**src/rtl/instr_mem_loader.sv**
```systemverilog
// Byte-stream program loader: length header, big-endian words into instruction memory,
// XOR checksum, then releases the core and re-arms when it halts.
module instr_mem_loader #(
  parameter int ADDR_W  = 10,
  parameter int TIMEOUT = 255
) (
  input  logic              clk1,
  input  logic              rst_n,
  input  logic [7:0]        in_data,
  input  logic              in_valid,
  output logic              in_ready,
  output logic              mem_we,
  output logic [ADDR_W-1:0] mem_addr,
  output logic [31:0]       mem_wdata,
  output logic              cpu_hold,
  output logic              cpu_start,
  input  logic              cpu_halted,
  output logic              load_err,
  output logic [ADDR_W:0]   words_loaded
);

  localparam int TW = $clog2(TIMEOUT + 1);

  typedef enum logic [2:0] {
    S_LEN_HI, S_LEN_LO, S_DATA, S_CHK, S_START, S_RUN, S_ERR
  } state_t;

  state_t        r_state;
  logic [7:0]    r_len_hi;
  logic [15:0]   r_len;
  logic [23:0]   r_shift;
  logic [1:0]    r_bcnt;
  logic [7:0]    r_xor;
  logic [TW-1:0] r_idle;

  logic        w_acc;
  logic [15:0] w_n;
  logic        w_len_bad;
  logic        w_last_word;
  logic        w_idle_to;

  assign w_acc       = in_valid & in_ready;
  assign w_n         = {r_len_hi, in_data};
  assign w_len_bad   = (w_n == 16'd0) || (32'(w_n) > (32'd1 << ADDR_W));
  assign w_last_word = (32'(words_loaded) + 32'd1) == 32'(r_len);
  assign w_idle_to   = (r_idle == TW'(TIMEOUT - 1));

  always_ff @(posedge clk1 or negedge rst_n) begin
    if (!rst_n) begin
      r_state      <= S_LEN_HI;
      r_len_hi     <= '0;
      r_len        <= '0;
      r_shift      <= '0;
      r_bcnt       <= '0;
      r_xor        <= '0;
      r_idle       <= '0;
      in_ready     <= 1'b0;
      mem_we       <= 1'b0;
      mem_addr     <= '0;
      mem_wdata    <= '0;
      cpu_hold     <= 1'b1;
      cpu_start    <= 1'b0;
      load_err     <= 1'b0;
      words_loaded <= '0;
    end else begin
      mem_we    <= 1'b0;
      cpu_start <= 1'b0;
      case (r_state)
        S_LEN_HI: begin
          in_ready <= 1'b1;
          if (w_acc) begin
            r_len_hi <= in_data;
            r_idle   <= '0;
            r_state  <= S_LEN_LO;
          end
        end
        S_LEN_LO, S_DATA, S_CHK: begin
          if (!w_acc) begin
            if (w_idle_to) begin
              r_state  <= S_ERR;
              in_ready <= 1'b0;
              load_err <= 1'b1;
            end else begin
              r_idle <= r_idle + 1'b1;
            end
          end else begin
            r_idle <= '0;
            if (r_state == S_LEN_LO) begin
              r_len        <= w_n;
              words_loaded <= '0;
              r_xor        <= '0;
              r_bcnt       <= '0;
              if (w_len_bad) begin
                r_state  <= S_ERR;
                in_ready <= 1'b0;
                load_err <= 1'b1;
              end else begin
                r_state <= S_DATA;
              end
            end else if (r_state == S_DATA) begin
              r_xor   <= r_xor ^ in_data;
              r_bcnt  <= r_bcnt + 1'b1;
              r_shift <= {r_shift[15:0], in_data};
              // fourth byte completes the word: write it and count it on this edge
              if (r_bcnt == 2'd3) begin
                mem_we       <= 1'b1;
                mem_addr     <= words_loaded[ADDR_W-1:0];
                mem_wdata    <= {r_shift, in_data};
                words_loaded <= words_loaded + 1'b1;
                if (w_last_word) r_state <= S_CHK;
              end
            end else begin
              in_ready <= 1'b0;
              if (in_data == r_xor) begin
                r_state   <= S_START;
                cpu_start <= 1'b1;
                cpu_hold  <= 1'b0;
              end else begin
                r_state  <= S_ERR;
                load_err <= 1'b1;
              end
            end
          end
        end
        S_START: r_state <= S_RUN;
        S_RUN: begin
          if (cpu_halted) begin
            r_state  <= S_LEN_HI;
            cpu_hold <= 1'b1;
            in_ready <= 1'b1;
          end
        end
        default: begin
          r_state  <= S_ERR;
          in_ready <= 1'b0;
          cpu_hold <= 1'b1;
          load_err <= 1'b1;
        end
      endcase
    end
  end

endmodule

```
**config.mk**
```make
export PLATFORM = sky130hd
export DESIGN_NAME = instr_mem_loader
export DESIGN_NICKNAME = d
export VERILOG_FILES = /design/src/rtl/instr_mem_loader.sv
export SDC_FILE = /design/constraint.sdc
export NUM_CORES = 1
export LEC_CHECK = 0
export ABC_AREA = 0
export BUFFER_PORTS_ARGS = -buffer_cell sky130_fd_sc_hd__buf_4
export CAP_MARGIN = 10
export CORE_ASPECT_RATIO = 1.2
export CORE_MARGIN = 2
export CORE_UTILIZATION = 45
export CTS_CLUSTER_SIZE = 20
export DETAILED_ROUTE_END_ITERATION = 7
export GPL_ROUTABILITY_DRIVEN = 0
export MAX_ROUTING_LAYER = met4
export PLACE_DENSITY = 0.69
export SLEW_MARGIN = 20
export SYNTH_ARGS = -nofsm -noshare
export SYNTH_HDL_FRONTEND = slang
export SYNTH_SLANG_ARGS = --single-unit
```
**constraint.sdc**
```tcl
create_clock -name clk1 -period 1.9 [get_ports clk1]
set_input_delay 0.475 -clock clk1 [delete_from_list [all_inputs] [get_ports clk1]]
set_output_delay 0.475 -clock clk1 [all_outputs]
set_load 0.01 [all_outputs]
```
# After elaboration in Yosys (flattened, before gate mapping)
# Index checks and enable logic that the tools add are counted.
[op_classes] n_addsub=4 order_cmp=1 eq_ne=22 mux=51 bitwise=6 reduce_logical=20
[ops] cell="2-to-1 mux 8 bit" count=5
[ops] cell="2-to-1 mux 11 bit" count=3
[ops] cell="2-to-1 mux 3 bit" count=9
[ops] cell="2-to-1 mux 1 bit" count=26
[ops] cell="AND reduction 5 bit" count=4
[ops] cell="equality test 12 x 16 -> 1 bit" count=1
[ops] cell="greater-than comparator 16 x 11 -> 1 bit (second input constant)" count=1
[ops] cell="logical NOT 16 bit" count=1
[ops] cell="case mux 8 bit (2 select lines)" count=1
[ops] cell="adder 11 x 1 -> 12 bit (second input constant)" count=1
[ops] cell="inequality test 2 bit (second input constant)" count=6
[ops] cell="inequality test 4 bit (second input constant)" count=3
[ops] cell="case mux 3 bit (4 select lines)" count=1
[ops] cell="adder 11 x 1 -> 11 bit (second input constant)" count=1
[ops] cell="inequality test 5 bit (second input constant)" count=2
[ops] cell="AND reduction 3 bit" count=3
[ops] cell="adder 8 x 1 -> 8 bit (second input constant)" count=1
[ops] cell="equality test 8 bit" count=1
[ops] cell="equality test 8 bit (second input constant)" count=1
[ops] cell="AND reduction 4 bit" count=2
[ops] cell="XOR 8 bit" count=1
[ops] cell="equality test 3 x 2 -> 1 bit (second input constant)" count=2
[ops] cell="equality test 3 bit (second input constant)" count=2
[ops] cell="2-to-1 mux 2 bit" count=3
[ops] cell="other kinds (16)" count=23
[totals] reg_bits=127 inputBits=12 out_inout_bits=58 elab_cells=119

# Logic depth before layout (Yosys ltp)
[depth] ltp_word=8 ltp_mapped=8 ltp_nobuf=7

# Least setup slack after synthesis
# No wires, ideal clock.
[synth_timing] kind="flip-flop to flip-flop" start="register words_loaded[0]" end="register r_state[0]" setup_time_ns=0.092 arrival_ns=1.786 required_ns=1.808 setup_slack_ns=0.023 stages_incl_launch_ff=8 n_path_buf=1 synth_period_minus_slack_ns=1.877 cell_sequence="dfrtp_1 -> ha_1 -> and3_1 -> buf_2 -> nand3b_1 -> o311ai_2 -> o22ai_1 -> o31ai_2"
[synth_via] elab_chain_cells=4
[synth_rtl] element="start, declared" line="19" source="output logic [ADDR_W:0] words_loaded"
[synth_rtl] element="start signal, assigned" line="109" source="words_loaded <= words_loaded + 1'b1;"
[synth_rtl] element="adder 11 x 1 -> 12 bit" line="45" source="assign w_last_word = (32'(words_loaded) + 32'd1) == 32'(r_len);"
[synth_rtl] element="equality test 12 x 16 -> 1 bit" line="45"
[synth_rtl] element="inequality test 5 bit (no source line)"
[synth_rtl] element="AND reduction 5 bit (no source line)"
[synth_rtl] element="end signal, assigned" line="50" source="r_state <= S_LEN_HI;"
[synth_rtl] element="end signal, assigned" line="74" source="r_state <= S_LEN_LO;"
[synth_rtl] element="end signal, assigned" line="80" source="r_state <= S_ERR;"
[synth_rtl] element="end, declared" line="28" source="state_t r_state;"
# Every way passes these cells.
# A chain may end at the register's enable or synchronous reset.

# Worst setup path in the final report
# Ends and elaborated chain as after synthesis.

==> results.txt <==
Die Ht: 128 um
First-pass GRT wire length: 23200 um
Via density: 5.39
Worst-path cell chain: ha_1 -> buf_4 -> nand3_1 -> buf_4 -> nand2_1 -> o221ai_2 -> o22ai_1 -> o31ai_2
R2r endpoint: r_state[0]
Layout cells sized above 1: 20.3%
Number of global-route vias before repair: 4800
Post-synth EDFFs: 0
Pwr/cell area: 1040 nW/um^2
Critical-path top delay cell: dfrtp_2
Hold Crit Class: input pin to asynchronous set/reset pin
Total wire length: 13900 um
Post-DP HPWL: 9840 um
Worst skew pair latency: 0.42 ns
Avg Synthesized Cell Area: 9.32 sq um
Core area: 12600 sq um
Clock slew at reported path FFs: 0.06 ns
Buffers on Ports: 69
Gr ovfl total: 0
Initial Util: 45.8%
Clock sinks: 127
Worst Tran Pin Value: 0.572 ns
Rel. slew slack: 61.7%
Hold buffer count at cts: 0
FF-to-FF Start: words_loaded[0]
Overall via count from detail_route: 4812
Seq cells post-synth: 127
Root Buffer: clkbuf_16
Top_reg_cell synth: dfrtp_1
Crit start category: flop
Area grow syn2layout: 25.6%
Post-layout minimum cycle time: 1.76 ns
Total die area: 13800 sq um
Synthesized area: 5780 sq um
Outcome: completed
DRT antenna net count: 0
Max-slew violations: 0
Sequential cell area fraction in the yosys report: 55.0%
Critical path required time: 2.23 ns
Row count: 45
Most frequent CP cell: buf_4
Max cap viols: 0
Syn Nets: 636
TNS Setup: 0 ns
Clock H-tree levels: 4
Post-DP Area: 6700 sq um
Clock Skews: 0.00818 ns
CTS buffer count: 17
Width of the chip: 107 um
Static Leak: 3.77 nW
Cells after synthesis: 620
TritonCTS clock tree: done
YS warnings: 0
RSZ-0062 raised after global routing: no
Largest net degree at the start of global routing: 42
Worst IR Drop VDD: 0.670 mV
FF-to-FF path depth: 8
Initial antenna violation count: 0
Final Cell Area: 7260 sq um
Peak Freq: 567 MHz
Residual DRC: 0
Final hold violation count: 0
CP endpoint kind: flop
Wire length per cell: 15.6 um
Util after Layout: 57.6%
Ant. Diodes: 0
Total track usage: 22.2%
R2R Setup Slk: 0.14 ns
Iteration-0 DRC Markers: 327
Arrival time worst endpoint: 2.09 ns
Distinct cells, synth: 55
Fin nets: 731
Post-synth ARST share: 100%
Max incr delay on CP: 0.46 ns
CP Max Fanout: 6
Clock buffer depth: 2
Crit Path Class: flop to flop
Tcrit/Tclk final: 92.8%
Drt first pass iters: 5
Setup-failing EPs final: 0
Hold slack: 0.0235 ns
I/O Pins: 70
## stage by stage
step | worst slack [ns] | power [mW] | cells
2_1_floorplan | 0.0226 | 4.10 | 620
3_3_place_gp | 0.0740 | 4.58 | 860
3_5_place_dp | 0.0324 | 4.64 | 860
4_1_cts | 0.0231 | 7.63 | 892
5_1_grt | 0.0223 | 7.96 | 892
6_report | 0.137 | 7.59 | 892
## where the power goes
group | switching, mW | internal (mW)
Combinational | 0.611 | 0.522
Sequential | 0.374 | 3.11
Clock | 1.14 | 1.83
## cell type report
type | count | area (sq um)
Fill cell | 1123 | 5350
Sequential cell | 127 | 3180
Multi-Input combinational cell | 456 | 2450
Timing Repair Buffer | 104 | 843
Clock buffer | 23 | 458
Tap cell | 164 | 205
Clock inverter | 9 | 87.6
Inverter | 9 | 33.8
## layout by cell type (no fill, tap or decap), drive strengths merged, types with 2 or more instances in the layout
cell type / Yosys / layout
a2111oi: 2 / 2
a211oi: 3 / 3
a21o: 5 / 5
a21oi: 12 / 12
and2: 3 / 3
and3: 4 / 4
and3b: 2 / 2
and4: 3 / 3
buf: 16 / 104
clkbuf: 12 / 23
clkinv: 0 / 7
dfrtp: 126 / 126
ha: 4 / 4
inv: 9 / 9
mux2: 22 / 22
nand2: 224 / 224
nand2b: 4 / 4
nand3: 15 / 15
nand3b: 2 / 2
nand4: 5 / 5
nor2: 32 / 32
nor2b: 6 / 6
nor3: 4 / 4
nor3b: 2 / 2
nor4: 6 / 6
o21ai: 46 / 46
o22a: 2 / 2
o22ai: 2 / 2
o31ai: 4 / 4
o41ai: 3 / 3
or3: 3 / 3
or4: 2 / 2
xnor2: 9 / 9
xor2: 12 / 12
## metal layers
layer / vias up / wire (um) / share of wire, % / GRT usage (%)
met5: - / 0 / 0 / -
met3: 40 / 636 / 4.6 / 3.76
met2: 156 / 6910 / 50 / 36.1
met4: 0 / 348 / 2.5 / 10.2
met1: 2348 / 6030 / 43 / 27.2
li1: 2268 / - / - / -
## cells in the mapped netlist, types with 7 or more instances
cell	count	area, sq um
nor2_1	30	113
buf_2	13	65.1
dfrtp_1	126	3150
nand3_1	13	65.1
o21ai_0	7	35.0
xor2_1	12	105
mux2_1	22	248
xnor2_1	9	78.8
a21oi_1	12	60.1
clkbuf_1	12	45.0
nand2_1	224	841
inv_1	7	26.3
o21ai_1	39	195
## cell families (layout without fill, tap and decap cells)
kind of cell | Yosys count | after routing | share of synthesized area [%]
DFF | 127 | 127 | 55.0
buffers and inverters | 37 | 145 | 2.88
and+or+nand+nor | 320 | 320 | 24.2
xor gates and xnor gates | 21 | 21 | 3.18
adders and majority gates | 4 | 4 | 0.866
muxes | 22 | 22 | 4.29
AOI/OAI and AO/OA | 89 | 89 | 9.59
## registers in the layout, summed over array words and instances, names as in the netlist, 2 cells and up
register      count
mem_wdata        32
r_shift          24
r_len            16
words_loaded     11
mem_addr         10
r_idle            8
r_len_hi          8
r_xor             8
r_state           3
r_bcnt            2
## worst max path at each step
stage / startpoint / to / slack, ns
floorplan: words_loaded[0] / r_state[0] / 0.02
global placement: r_bcnt[0] / words_loaded[3] / 0.07
detailed placement: r_state[1] / words_loaded[3] / 0.03
CTS: r_state[1] / words_loaded[3] / 0.02
global route: words_loaded[4] / r_state[0] / 0.02
finish: words_loaded[0] / r_state[0] / 0.14
## critical path: cells and delay by family, from the launching register on
| family | cells | cell delay [ns] |
|---|---|---|
| DFF | 1 | 0.46 |
| adders and majority gates | 1 | 0.22 |
| AOI/OAI and AO/OA | 3 | 0.44 |
| and+or+nand+nor | 2 | 0.23 |
| buffers and inverters | 2 | 0.33 |
## timing repair
item | in CTS | in global routing
gates resized for setup | 0 | 7
buffers inserted | 0 | 0
setup endpoints to repair | 0 | 17
(Power assumes the default switching activity.)
